## src/rtl/hi_fsk_reader_ctrl_pkg.sv

```systemverilog
`default_nettype none
// ---------------------------------------------------------------------------
// hi_fsk_reader_ctrl_pkg : shared state encoding, frequency codes, band limits
// Rev 1.0
// ---------------------------------------------------------------------------
package hi_fsk_reader_ctrl_pkg;

  typedef enum logic [2:0] {
    ST_IDLE    = 3'd0,
    ST_SETTLE  = 3'd1,
    ST_LISTEN  = 3'd2,
    ST_CAPTURE = 3'd3,
    ST_FINISH  = 3'd4
  } state_e;

  localparam logic [1:0] FPGA_HF_FSK_READER_OUTPUT_1695_KHZ = 2'd0;
  localparam logic [1:0] FPGA_HF_FSK_READER_OUTPUT_848_KHZ  = 2'd1;
  localparam logic [1:0] FPGA_HF_FSK_READER_OUTPUT_424_KHZ  = 2'd2;
  localparam logic [1:0] FPGA_HF_FSK_READER_OUTPUT_212_KHZ  = 2'd3;

  localparam int unsigned C_BAND_LO_DEFAULT = 26;
  localparam int unsigned C_BAND_HI_DEFAULT = 34;
  localparam int unsigned C_SOF_RUN_DEFAULT = 4;

  // A zero period means the datapath saw no edge, so it never counts as in-band.
  function automatic logic period_in_band(input logic [7:0] p,
                                          input int unsigned lo,
                                          input int unsigned hi);
    return (p != 8'd0) && ({24'd0, p} >= lo) && ({24'd0, p} <= hi);
  endfunction

endpackage
`default_nettype wire

```

## src/rtl/hi_fsk_reader_ctrl_band_detect.sv

```systemverilog
`default_nettype none
// ---------------------------------------------------------------------------
// hi_fsk_band_detect : in-band period compare and saturating start-of-frame run
// Rev 1.0
// ---------------------------------------------------------------------------
module hi_fsk_band_detect
  import hi_fsk_reader_ctrl_pkg::*;
#(
  parameter int unsigned BAND_LO = C_BAND_LO_DEFAULT,
  parameter int unsigned BAND_HI = C_BAND_HI_DEFAULT,
  parameter int unsigned SOF_RUN = C_SOF_RUN_DEFAULT
) (
  input  logic       ck_1356meg,
  input  logic       reset,
  input  logic       clear,
  input  logic       period_valid,
  input  logic [7:0] period,
  output logic       in_band,
  output logic       sof_hit
);

  localparam logic [2:0] RUN_MAX = 3'(SOF_RUN);

  logic [2:0] run_q, run_d;

  always_comb begin
    in_band = period_in_band(period, BAND_LO, BAND_HI);
    run_d   = run_q;
    if (clear) begin
      run_d = 3'd0;
    end else if (period_valid) begin
      if (!in_band) begin
        run_d = 3'd0;
      end else if (run_q != RUN_MAX) begin
        run_d = run_q + 3'd1;
      end
    end
    // Fires on the strobe that completes the run, so the sequencer moves that same edge.
    sof_hit = !clear && period_valid && in_band && (run_d == RUN_MAX);
  end

  always_ff @(posedge ck_1356meg) begin
    if (reset) begin
      run_q <= 3'd0;
    end else begin
      run_q <= run_d;
    end
  end

endmodule
`default_nettype wire

```

## src/rtl/hi_fsk_reader_ctrl.sv

```systemverilog
`default_nettype none
// ---------------------------------------------------------------------------
// hi_fsk_reader_ctrl : HF FSK reader sequencer (settle, SOF hunt, bounded capture)
// Rev 1.0
// ---------------------------------------------------------------------------
module hi_fsk_reader_ctrl
  import hi_fsk_reader_ctrl_pkg::*;
#(
  parameter int unsigned SETTLE_CYCLES  = 1356,
  parameter int unsigned LISTEN_TIMEOUT = 40000,
  parameter int unsigned SOF_RUN        = C_SOF_RUN_DEFAULT,
  parameter int unsigned BAND_LO        = C_BAND_LO_DEFAULT,
  parameter int unsigned BAND_HI        = C_BAND_HI_DEFAULT,
  parameter int unsigned EOF_GAP        = 512,
  parameter int unsigned MAX_BYTES      = 64
) (
  input  logic       ck_1356meg,
  input  logic       reset,
  input  logic       cmd_valid,
  output logic       cmd_ready,
  input  logic [1:0] cmd_freq,
  input  logic       cmd_abort,
  input  logic       period_valid,
  input  logic [7:0] period,
  input  logic       ssp_frame,
  output logic       carrier_on,
  output logic       fsk_enable,
  output logic [1:0] output_frequency,
  output logic       capture_gate,
  output logic       busy,
  output logic       done,
  output logic       timeout,
  output logic [7:0] byte_count
);

  localparam logic [15:0] SETTLE_LAST = 16'(SETTLE_CYCLES - 1);
  localparam logic [15:0] LISTEN_LAST = 16'(LISTEN_TIMEOUT - 1);
  localparam logic [9:0]  GAP_LAST    = 10'(EOF_GAP - 1);
  localparam logic [7:0]  BYTE_LIMIT  = 8'(MAX_BYTES);

  state_e     state_q, state_d;
  logic [15:0] timer_q, timer_d;
  logic [9:0]  gap_q, gap_d;
  logic [7:0]  bytes_q, bytes_d, bytes_next;
  logic [1:0]  freq_q, freq_d;
  logic        carrier_q, carrier_d;
  logic        fsk_q, fsk_d;
  logic        gate_q, gate_d;
  logic        ready_q, ready_d;
  logic        busy_q, busy_d;
  logic        done_q, done_d;
  logic        timeout_q, timeout_d;

  logic in_band, sof_hit;

  hi_fsk_band_detect #(
    .BAND_LO (BAND_LO),
    .BAND_HI (BAND_HI),
    .SOF_RUN (SOF_RUN)
  ) u_band (
    .ck_1356meg   (ck_1356meg),
    .reset        (reset),
    .clear        (state_q != ST_LISTEN),
    .period_valid (period_valid),
    .period       (period),
    .in_band      (in_band),
    .sof_hit      (sof_hit)
  );

  always_comb begin
    state_d    = state_q;
    timer_d    = timer_q;
    gap_d      = gap_q;
    bytes_d    = bytes_q;
    freq_d     = freq_q;
    timeout_d  = 1'b0;
    bytes_next = bytes_q + {7'd0, ssp_frame};

    if (cmd_abort) begin
      state_d = ST_IDLE;
    end else begin
      case (state_q)
        ST_IDLE: begin
          if (cmd_valid) begin
            freq_d  = cmd_freq;
            bytes_d = 8'd0;
            timer_d = 16'd0;
            state_d = ST_SETTLE;
          end
        end
        ST_SETTLE: begin
          if (timer_q == SETTLE_LAST) begin
            timer_d = 16'd0;
            state_d = ST_LISTEN;
          end else begin
            timer_d = timer_q + 16'd1;
          end
        end
        ST_LISTEN: begin
          // Start-of-frame is checked first so it beats a coincident timeout.
          if (sof_hit) begin
            gap_d   = 10'd0;
            state_d = ST_CAPTURE;
          end else if (timer_q == LISTEN_LAST) begin
            timeout_d = 1'b1;
            state_d   = ST_IDLE;
          end else begin
            timer_d = timer_q + 16'd1;
          end
        end
        ST_CAPTURE: begin
          bytes_d = bytes_next;
          gap_d   = (period_valid && in_band) ? 10'd0 : gap_q + 10'd1;
          if ((bytes_next == BYTE_LIMIT) || (gap_q == GAP_LAST)) begin
            state_d = ST_FINISH;
          end
        end
        ST_FINISH: state_d = ST_IDLE;
        default:   state_d = ST_IDLE;
      endcase
    end

    // Outputs are decoded from the next state so they register alongside it.
    carrier_d = (state_d == ST_SETTLE) || (state_d == ST_LISTEN) || (state_d == ST_CAPTURE);
    fsk_d     = (state_d == ST_LISTEN) || (state_d == ST_CAPTURE);
    gate_d    = (state_d == ST_CAPTURE);
    ready_d   = (state_d == ST_IDLE);
    busy_d    = (state_d != ST_IDLE);
    done_d    = (state_d == ST_FINISH);
  end

  always_ff @(posedge ck_1356meg) begin
    if (reset) begin
      state_q   <= ST_IDLE;
      timer_q   <= 16'd0;
      gap_q     <= 10'd0;
      bytes_q   <= 8'd0;
      freq_q    <= 2'b00;
      carrier_q <= 1'b0;
      fsk_q     <= 1'b0;
      gate_q    <= 1'b0;
      ready_q   <= 1'b1;
      busy_q    <= 1'b0;
      done_q    <= 1'b0;
      timeout_q <= 1'b0;
    end else begin
      state_q   <= state_d;
      timer_q   <= timer_d;
      gap_q     <= gap_d;
      bytes_q   <= bytes_d;
      freq_q    <= freq_d;
      carrier_q <= carrier_d;
      fsk_q     <= fsk_d;
      gate_q    <= gate_d;
      ready_q   <= ready_d;
      busy_q    <= busy_d;
      done_q    <= done_d;
      timeout_q <= timeout_d;
    end
  end

  assign cmd_ready        = ready_q;
  assign carrier_on       = carrier_q;
  assign fsk_enable       = fsk_q;
  assign output_frequency = freq_q;
  assign capture_gate     = gate_q;
  assign busy             = busy_q;
  assign done             = done_q;
  assign timeout          = timeout_q;
  assign byte_count       = bytes_q;

endmodule
`default_nettype wire
```

## config.mk

```make
export PLATFORM = sky130hd
export DESIGN_NAME = hi_fsk_reader_ctrl
export DESIGN_NICKNAME = d
export VERILOG_FILES = /design/src/rtl/hi_fsk_reader_ctrl_pkg.sv /design/src/rtl/hi_fsk_reader_ctrl_band_detect.sv /design/src/rtl/hi_fsk_reader_ctrl.sv
export SDC_FILE = /design/constraint.sdc
export NUM_CORES = 1
export LEC_CHECK = 0
export BUFFER_PORTS_ARGS = -buffer_cell sky130_fd_sc_hd__buf_2
export CORE_MARGIN = 8
export CORE_UTILIZATION = 52
export DETAILED_ROUTE_END_ITERATION = 10
export MAX_ROUTING_LAYER = met4
export PLACE_DENSITY = 0.75
export SYNTH_ARGS = -nofsm -noshare
export SYNTH_HDL_FRONTEND = slang
export SYNTH_SLANG_ARGS = --single-unit
```

## constraint.sdc

```tcl
create_clock -name ck_1356meg -period 2 [get_ports ck_1356meg]
set_input_delay 0.2 -clock ck_1356meg [delete_from_list [all_inputs] [get_ports ck_1356meg]]
set_output_delay 0.2 -clock ck_1356meg [all_outputs]
set_load 0.05 [all_outputs]
```

=== Yosys cells after proc, flatten, opt, wreduce, memory -nomap -nowiden ===
Index checks and enable logic that the tools add are counted.

* Register bits: 49
* Output and inout bits: 17

* $add $sub $neg: 4
* Order comparisons: 2
* Eq/ne operators: 18
* Mux-type cells: 22
* Bitwise gates (word level): 2
* Reduce and logical (&&, ||, !) cells: 23

{| class="wikitable"
|+ Operators with widths
! kind !! number
|-
| $mux W16 || 4
|-
| $pmux W16 S3 || 1
|-
| $mux W3 || 10
|-
| $mux W10 || 2
|-
| $pmux W10 S2 || 1
|-
| $add A16 B1 Y16 const B || 1
|-
| $eq A16 B11 Y1 const B || 1
|-
| $eq A16 B16 Y1 const B || 1
|-
| $pmux W8 S2 || 1
|-
| $eq A3 B2 Y1 const B || 4
|-
| $pmux W3 S4 || 1
|-
| $add A10 B1 Y10 const B || 1
|-
| $eq A10 B9 Y1 const B || 1
|-
| $reduce_and A3 Y1 || 3
|-
| $add A8 B1 Y8 || 1
|-
| $eq A8 B7 Y1 const B || 1
|-
| $ge A8 B5 Y1 const B || 1
|-
| $le A8 B6 Y1 const B || 1
|-
| $mux W8 || 1
|-
| $ne A2 B2 Y1 const B || 4
|-
| $reduce_bool A8 Y1 || 1
|-
| $eq A3 B1 Y1 const B || 2
|-
| $eq A3 B3 Y1 const B || 2
|-
| $logic_and A1 B1 Y1 || 6
|-
| other kinds (12) || 19
|}

=== Depth between registers and ports, before layout ===
Gate-level depths: netlist of run 1.

* Depth after elaboration: 14
* Depth in mapped cells: 10
* Depth with buffers taken out: 8

=== Modules after synthesis ===
A second synthesis of run 1 with hierarchy kept.

* Cell total of the unflattened synthesis: 285
* Area total of the unflattened synthesis: 2506.2 um^2

{| class="wikitable"
|+ By module, submodules not included
! module !! instances !! cells an instance !! area each (um^2) !! sequential area each (um^2)
|-
| hi_fsk_reader_ctrl || 1 || 252 || 2215.9 || 920.9
|-
| hi_fsk_band_detect || 1 || 33 || 290.3 || 60.1
|}

=== Least setup slack after synthesis of run 1 ===
Ideal clock, no wire load.

* Path type: reg2reg
* From: register bytes_q[0] (netlist: byte_count[0])
* To: register busy_q (netlist: busy)
* Data arrival time: 2211 ps
* Setup slack: -346 ps
* Cell stages (with the launch flop): 9
* Clock period less this slack: 2346 ps
* Path through: dfxtp_1 > ha_1 > ha_1 > nor2_1 > nand3_1 > a211oi_1 > a21oi_1 > a221oi_2 > a21oi_1

* Longest elaborated chain between the ends: 7

{| class="wikitable"
|+ Ends and longest elaborated chain
! what !! RTL line !! RTL
|-
| from (decl) || hi_fsk_reader_ctrl.sv:44 || <nowiki>logic [7:0] bytes_q, bytes_d, bytes_next;</nowiki>
|-
| from (signal assigned) || hi_fsk_reader_ctrl.sv:150 || <nowiki>bytes_q <= bytes_d;</nowiki>
|-
| $add A8 B1 Y8 || hi_fsk_reader_ctrl.sv:77 || <nowiki>bytes_next = bytes_q + {7'd0, ssp_frame};</nowiki>
|-
| $eq A8 B7 Y1 || hi_fsk_reader_ctrl.sv:114 || <nowiki>if ((bytes_next == BYTE_LIMIT) || (gap_q == GAP_LAST)) begin</nowiki>
|-
| $logic_or A1 B1 Y1 || hi_fsk_reader_ctrl.sv:114 ||
|-
| $mux W3 || hi_fsk_reader_ctrl.sv:114 ||
|-
| $pmux W3 S4 || hi_fsk_reader_ctrl.sv:82 || <nowiki>case (state_q)</nowiki>
|-
| $mux W3 || hi_fsk_reader_ctrl.sv:79 || <nowiki>if (cmd_abort) begin</nowiki>
|-
| $reduce_bool A3 Y1 || hi_fsk_reader_ctrl.sv:128 || <nowiki>busy_d = (state_d != ST_IDLE);</nowiki>
|-
| to (signal assigned) || hi_fsk_reader_ctrl.sv:156 || <nowiki>busy_q <= busy_d;</nowiki>
|-
| to (decl) || hi_fsk_reader_ctrl.sv:50 || <nowiki>logic busy_q, busy_d;</nowiki>
|}

Every way passes these cells.
A chain may end at the register's enable or synchronous reset.

=== Worst setup path in the final report of run 1 ===
* From: register u_band.run_q[1]
* To: register timer_q[13]

* Longest elaborated chain between the ends: 9

{| class="wikitable"
|+ Ends and longest elaborated chain
! what !! RTL line !! RTL
|-
| from (decl) || hi_fsk_reader_ctrl_band_detect.sv:24 || <nowiki>logic [2:0] run_q, run_d;</nowiki>
|-
| from (signal assigned) || hi_fsk_reader_ctrl_band_detect.sv:46 || <nowiki>run_q <= run_d;</nowiki>
|-
| $add A3 B1 Y3 / $ne A3 B3 Y1 (equally long branches) || hi_fsk_reader_ctrl_band_detect.sv:35, hi_fsk_reader_ctrl_band_detect.sv:34 ||
|-
| $mux W3 || hi_fsk_reader_ctrl_band_detect.sv:34 || <nowiki>end else if (run_q != RUN_MAX) begin</nowiki>
|-
| $mux W3 || hi_fsk_reader_ctrl_band_detect.sv:32 || <nowiki>if (!in_band) begin</nowiki>
|-
| $mux W3 (*) || hi_fsk_reader_ctrl_band_detect.sv:31 || <nowiki>end else if (period_valid) begin</nowiki>
|-
| $mux W3 (*) || hi_fsk_reader_ctrl_band_detect.sv:29 || <nowiki>if (clear) begin</nowiki>
|-
| $eq A3 B3 Y1 (*) || hi_fsk_reader_ctrl_band_detect.sv:39 || <nowiki>sof_hit = !clear && period_valid && in_band && (run_d == RUN_MAX);</nowiki>
|-
| $logic_and A1 B1 Y1 (*) || hi_fsk_reader_ctrl_band_detect.sv:39 ||
|-
| $ne A2 B2 Y1 (no line) (*) || -- ||
|-
| $reduce_and A5 Y1 (no line) (*) || -- ||
|-
| to (signal assigned) || hi_fsk_reader_ctrl.sv:148 || <nowiki>timer_q <= timer_d;</nowiki>
|-
| to (decl) || hi_fsk_reader_ctrl.sv:42 || <nowiki>logic [15:0] timer_q, timer_d;</nowiki>
|}

Every way passes the cells marked *; elsewhere a longest branch is shown, timed or not.

==> results.json, run 1 <==
{
  "outcome": "finished with violations",
  "violations": "negative setup slack",
  "fin_util_pct": 69.98,
  "dieArea_um2": 7719,
  "r2r-start": "u_band.run_q[1]$_SDFF_PP0_",
  "fin_ws_ns": -0.09472,
  "yosysSeqAreaShare_pct": 36.53,
  "cts_sinks": 49,
  "critPathArrivalTime_ns": 2.29,
  "tns_ns": -0.2879,
  "ys_ff_latch": 49,
  "antenna_found_initial": 0,
  "grt_pass1_vias": 2521,
  "core_area_um2": 5042,
  "min_to": "output_frequency[0]$_SDFFE_PP0P_",
  "synth_largest_area_cell": "dfxtp_1",
  "gr-usage-all-layers_pct": 18.70,
  "synth_top_area_share_pct": 36.53,
  "ant_nets": 0,
  "clkLatencyLatePin_ns": 0.30,
  "drt-initial-drc-count": 146,
  "hold_path_class": "input pin to flip-flop",
  "crit_buf_inv": 4,
  "path_cells": "inv_2 -> ha_4 -> and3b_1 -> mux2i_2 -> nor4_4 -> buf_4 -> buf_6 -> buf_12 -> nor4b_4 -> xnor2_1 -> nor2_1",
  "root_buffer": "clkbuf_8",
  "initial_core_util_pct": 53.25,
  "finClkSkew_ns": 0.005770,
  "hold_path_depth": 3,
  "synth.area.top_cells": "dfxtp_1 (37%), nor2_1 (6.7%), a21oi_1 (4.8%)",
  "fp.dieH_um": 87.86,
  "postRouteWirelength_um": 6883,
  "cp.depth": 11,
  "maxCapViolCount": 0,
  "powerDensity_nw_per_um2": 546.5,
  "grt_max_degree": 21,
  "rows": 26,
  "clkSlewWorstSetupHoldPaths_ns": 0.09,
  "rsz0062_at_grt": "yes",
  "regToRegSetupSlack_ns": -0.09,
  "tritoncts": "yes",
  "cp_slowest_stage_delay_ns": 0.34,
  "synth-edff-count": 0,
  "drv_slew": 0,
  "vias_per_cell": 5.698,
  "fmax_ghz": 0.4774,
  "dr.pass1.iters": 4,
  "fin_crit_ns": 2.095,
  "critPathTopFamily": "simple AND/OR/NAND/NOR gates",
  "crit_path_top_delay_cell": "dfxtp_2",
  "vias": 2587,
  "finalNetCount": 405,
  "hold_start": "cmd_freq[0]",
  "layout_commonest_cell": "nor2_1",
  "hold_slack_ns": 0.1304,
  "syn_nets": 345,
  "timing.rr.end": "timer_q[13]$_SDFFE_PP0P_",
  "numCtsBuffers": 5,
  "cp-start-kind": "flip-flop",
  "path_class": "flip-flop to flip-flop",
  "synth_cell_types": 61,
  "final_area_um2": 3528,
  "synthArstFlopShare_pct": 0,
  "clk_path_buf_depth": 2,
  "synthFlopType": "dfxtp_1",
  "grt-ovfl-total": 0,
  "ys_warn_count": 0,
  "slew_headroom_pct": 58.72,
  "critPathMaxFanout": 7,
  "port_buffers": 32,
  "fillers": 400,
  "grt_pass1_wl_um": 11380,
  "fin_crit_sh_pct": 104.7,
  "finalNonFillerCells": 454,
  "setup_viol": 5,
  "area_growth_syn_to_layout_pct": 31.41,
  "required_ns": 2.20,
  "wl_per_cell_um": 15.16,
  "dp_hpwl_um": 4841,
  "cts.htree.levels": 2,
  "placed_cells_incl_taps": 438,
  "avgSynthCellArea_um2": 8.313,
  "placed_cell_area_um2": 3095,
  "drc": 0,
  "ir_drop_v": 0.0003623,
  "diodes": 0,
  "boundaryPins": 33,
  "drive_above_1_share_pct": 33.59,
  "die_w_um": 87.86,
  "gp_congestion": 0.8664,
  "worst_pin_slew_ns": 0.6145,
  "hold_violations": 0,
  "synthCells": 323,
  "layout_common_cells": "nor2_1 (46), dfxtp_1 (40), buf_4 (34), buf_2 (32), a21oi_1 (23)",
  "synth.cell_area_um2": 2685,
  "p_leak_nw": 1.229,
  "crit_path_end_kind": "flip-flop",
  "ff2ff_path_depth": 11
}
[cells by family after synthesis]
logic type	Yosys count	synth area share (%)
AO/OA/AOI/OAI	70	18.55
XOR/XNOR	16	5.219
adder cells (fa/ha/maj)	6	2.796
buffers and inverters	27	4.753
flip-flops	49	36.53
multiplexers	4	1.491
AND/OR/NAND/NOR	151	30.66
[cell type report]
type	count	area, um^2	share of cell area, %
Clock buffer	6	93.84	2.660
Clock inverter	2	35.03	0.9929
Inverter	11	41.29	1.170
Multi-Input combinational cell	247	1818	51.52
Sequential cell	49	994.7	28.19
Tap cell	70	87.58	2.482
Timing Repair Buffer	69	457.9	12.98
[power by group]
group          internal, W  total [W]  switching, W  leakage [nW]
Clock             0.000447   0.000783      0.000337        0.0663
Combinational    0.0000604   0.000160     0.0000994         0.762
Sequential        0.000981   0.000985    0.00000355         0.400
[flip-flops by register name, summed over array words and instances, names as in the netlist, 2 cells and up]
name,count
byte_count,8
gap_q,10
output_frequency,2
state_q,3
timer_q,16
u_band.run_q,3
[how the worst max path moves through the flow]
stage	start	end
after floorplan	byte_count[6]$_SDFFE_PP0P_	busy$_SDFF_PP0_
after global placement	u_band.run_q[0]$_SDFF_PP0_	timer_q[9]$_SDFFE_PP0P_
after detailed placement	u_band.run_q[0]$_SDFF_PP0_	timer_q[8]$_SDFFE_PP0P_
after CTS	u_band.run_q[0]$_SDFF_PP0_	timer_q[9]$_SDFFE_PP0P_
after global routing	u_band.run_q[0]$_SDFF_PP0_	timer_q[2]$_SDFFE_PP0P_
final	u_band.run_q[1]$_SDFF_PP0_	timer_q[13]$_SDFFE_PP0P_
[metrics by stage]
stage | setup slack (ns) | total power (W)
6_report | -0.09472 | 0.001928
5_1_grt | -0.2114 | 0.001987
4_1_cts | -0.03747 | 0.001929
3_5_place_dp | -0.1091 | 0.001154
3_3_place_gp | -0.02403 | 0.001151
2_1_floorplan | 0.006051 | 0.001094
[synth_stat cells, drive strengths merged, types with 4 or more instances]
master and instances:
o32ai 4, nand4 6, xor2 5, ha 6
or3 9, nand3 14, xnor2 11, clkbuf 7
nand2 21, a21oi 26, o21ai 9, nor3 11
nor2b 4, a211oi 5, mux2i 4, nor2 49
buf 9, inv 11, dfxtp 49, o211ai 4
nor4 10
[worst reg2reg max path, cell delays in order (launching register included)]
cell	delay [ns]
dfxtp_2	0.34
inv_2	0.04
ha_4	0.26
and3b_1	0.18
mux2i_2	0.21
nor4_4	0.06
buf_4	0.16
buf_6	0.12
buf_12	0.14
nor4b_4	0.27
xnor2_1	0.15
nor2_1	0.06
[layer usage]
metal | vias to the layer above | share of wire [%] | track usage (%) | wire length, um
met2 | 56 | 53 | 33.31 | 3630
met1 | 1229 | 42 | 20.43 | 2894
met4 | 0 | 1.5 | 6.094 | 106
li1 | 1290 | - | - | -
met3 | 12 | 3.7 | 3.283 | 252
met5 | - | 0 | - | 0
[timing repair]
action | in CTS | in global routing
gates resized for setup | 19 | 25
hold buffers | 0 | 0
endpoints found under the hold margin | 0 | 0
pin swaps | 9 | 23
buffers inserted | 3 | 7
endpoints found under the setup margin | 13 | 28
No activity file was read; power rests on OpenSTA's default activity.
==> run 2: changes to the inputs <==
Settings changed: PLACE_DENSITY 0.75 to 0.76, SYNTH_HIERARCHICAL set to 1.
==> run 2 against run 1 <==
The flow still finishes with violations (negative setup slack). Via count shrank 7.9%. Largest power group unchanged. First-iteration DRC count shrank 32%. Clock power shrank 13%. Final area grew 1.5%. Critical path type unchanged. Routed wire length shrank 8.1%. Core utilization grew 6.3 points. Flip-flop and latch count is the same. Critical path depth grew 2.
==> results.json, run 2 <==
{
  "synth_compound_area_share_pct": 13.58,
  "setup_viol": 30,
  "yosys-mux-area-fraction_pct": 2.796,
  "layout_common_cells": "buf_4 (49), dfxtp_1 (44), nor2_1 (42), buf_2 (32), nand2_1 (18)",
  "clk_path_buf_depth": 2,
  "path_cells": "inv_4 -> ha_4 -> nand2b_4 -> mux2i_4 -> a21oi_2 -> nor4b_4 -> nor2_1 -> nor3_2 -> nand4_1 -> buf_4 -> buf_6 -> xor2_1 -> nor2_1",
  "hold_slack_ns": 0.1226,
  "drv_slew": 0,
  "worst_pin_slew_ns": 0.5384,
  "diodes": 0,
  "hold_start": "cmd_freq[0]",
  "critPathMaxFanout": 4,
  "drt-initial-drc-count": 100,
  "dp_hpwl_um": 4134,
  "root_buffer": "clkbuf_8",
  "rows": 25,
  "finalNetCount": 393,
  "port_buffers": 32,
  "crit_path_end_kind": "flip-flop",
  "synthArstFlopShare_pct": 0,
  "area_growth_syn_to_layout_pct": 42.84,
  "hold_path_class": "input pin to flip-flop",
  "synth_simple_gate_area_share_pct": 29.66,
  "synth_commonest_cells": "dfxtp_1 (49), nor2_1 (46), nand3_1 (20)",
  "crit_buf_inv": 3,
  "hold_path_depth": 3,
  "cts_sinks": 49,
  "vias": 2382,
  "boundaryPins": 33,
  "synth.area.top_cells": "dfxtp_1 (39%), nor2_1 (6.9%), xor2_1 (5.6%)",
  "p_leak_nw": 1.388,
  "synth.cell_area_um2": 2506,
  "cpMostUsedCell": "nor2_1",
  "drive_above_1_share_pct": 42.20,
  "wl_per_cell_um": 14.85,
  "timing.rr.end": "gap_q[3]$_SDFFE_PP0P_",
  "cp-start-kind": "flip-flop",
  "ff2ff_path_depth": 13,
  "powerDensity_nw_per_um2": 510.9,
  "avgSynthCellArea_um2": 8.794,
  "ys_warn_count": 6,
  "synth-edff-count": 0,
  "yosysSeqAreaShare_pct": 39.14,
  "critPathTopFamily": "simple AND/OR/NAND/NOR gates",
  "crit_path_top_delay_cell": "dfxtp_4",
  "tritoncts": "yes",
  "synth_top_area_share_pct": 39.14,
  "fin_crit_sh_pct": 117.8,
  "min_to": "output_frequency[0]$_SDFFE_PP0P_",
  "regMostFlops": "timer_q",
  "gr-usage-all-layers_pct": 17.58,
  "path_class": "flip-flop to flip-flop",
  "drc": 0,
  "ir_drop_v": 0.0004049,
  "regToRegSetupSlack_ns": -0.36,
  "initial_core_util_pct": 53.41,
  "r2r-start": "u_band/run_q[0]$_SDFF_PP0_",
  "yosys.area_share.adder_pct": 2.996,
  "maxCapViolCount": 0,
  "synth_xor_area_share_pct": 9.086,
  "clkSlewWorstSetupHoldPaths_ns": 0.09,
  "slew_headroom_pct": 64.03,
  "clkLatencyLatePin_ns": 0.30,
  "hold_violations": 0,
  "yosysMostFrequentCell": "dfxtp_1",
  "cp_slowest_stage_delay_ns": 0.39,
  "violations": "negative setup slack",
  "layout_commonest_cell": "buf_4",
  "syn_nets": 307,
  "vias_per_cell": 5.592,
  "outcome": "finished with violations",
  "synth_cell_types": 58,
  "cts.htree.levels": 2,
  "largest_reg_flops": 16,
  "grt_max_degree": 21,
  "grt_pass1_wl_um": 10410,
  "dieArea_um2": 7297,
  "gp_congestion": 0.8589,
  "ys_ff_latch": 49,
  "synth_largest_area_cell": "dfxtp_1",
  "core_area_um2": 4692,
  "fp.dieH_um": 85.42,
  "dr.pass1.iters": 4,
  "numCtsBuffers": 5,
  "synthCells": 285,
  "ant_nets": 0,
  "critPathArrivalTime_ns": 2.60,
  "postRouteWirelength_um": 6324,
  "final_area_um2": 3580,
  "finClkSkew_ns": 0.008472,
  "fmax_ghz": 0.4246,
  "placed_cell_area_um2": 3072,
  "fin_ws_ns": -0.3553,
  "grt_pass1_vias": 2358,
  "required_ns": 2.25,
  "synthFlopType": "dfxtp_1",
  "antenna_found_initial": 0,
  "die_w_um": 85.42,
  "grt-ovfl-total": 0,
  "rsz0062_at_grt": "yes",
  "fin_crit_ns": 2.355,
  "synth_top_family_by_area": "simple AND/OR/NAND/NOR gates"
}
==> run 2: routing by layer <==
metal	wire length [um]	GRT usage, %
met1	2905	21.36
met2	3066	28.28
met3	245	3.958
met4	106	5.255
met5	0	-
==> run 2: layout make-up <==
cell class                 count  area, um^2
sequential                    49       994.7
timing repair buffer          88       606.8
tap                           54       67.56
inverter                       6       27.53
fill                         297        1112
clock buffer                   8       111.4
multi-input combinational    221        1772
==> run 2: cell families (layout without fill, tap and decap cells) <==
kind of cell / count (synthesis) / count (layout)
adder cells (fa/ha/maj): 6 / 6
multiplexers: 7 / 7
AND/OR/NAND/NOR: 138 / 138
flip-flops: 49 / 49
buffers and inverters: 16 / 102
AO/OA/AOI/OAI: 43 / 44
XOR/XNOR: 26 / 26
==> run 2: where the power goes <==
part / switching [W] / internal [W]
combinational: 0.0000937 / 0.0000682
sequential: 0.00000339 / 0.000979
clock: 0.000327 / 0.000358
total: 0.000424 / 0.00140
==> run 2: worst max-delay path by stage <==
stage                                from                       end  slack (ns)  cells past startpoint
3_3_place_gp   u_band/run_q[0]$_SDFF_PP0_  timer_q[14]$_SDFFE_PP0P_       -0.51                     13
5_1_grt        u_band/run_q[1]$_SDFF_PP0_  timer_q[12]$_SDFFE_PP0P_       -0.55                     14
3_5_place_dp   u_band/run_q[0]$_SDFF_PP0_  timer_q[14]$_SDFFE_PP0P_       -0.61                     13
2_1_floorplan                   period[4]     gap_q[5]$_SDFFE_PP0P_       -0.64                      9
6_report       u_band/run_q[0]$_SDFF_PP0_     gap_q[3]$_SDFFE_PP0P_       -0.36                     13
4_1_cts        u_band/run_q[0]$_SDFF_PP0_     gap_q[3]$_SDFFE_PP0P_       -0.36                     13
==> run 2: tightest hold or removal path, delay by kind of cell <==
family	cells	cell delay, ns
mux	1	0.05
buf+inv	1	0.07
simple gates	1	0.07
==> run 2: through the flow <==
step,TNS (ns),util [%],instances,setup slack [ns],power (W)
after floorplan,-10.55,-,285,-0.6383,0.001088
after global placement,-13.55,65.47,406,-0.5125,0.001138
after detailed placement,-15.32,65.47,406,-0.6142,0.001141
final,-8.001,76.29,426,-0.3553,0.001829
after global routing,-12.40,76.29,426,-0.5461,0.001896
after CTS,-6.934,72.69,422,-0.3575,0.001830
==> run 2: what timing repair did <==
action | in CTS | in global routing
resized for setup | 37 | 24
setup endpoints to repair | 31 | 35
pin swaps | 25 | 18
buffers inserted | 8 | 4
gates cloned | 1 | 0
hold buffers | 0 | 0
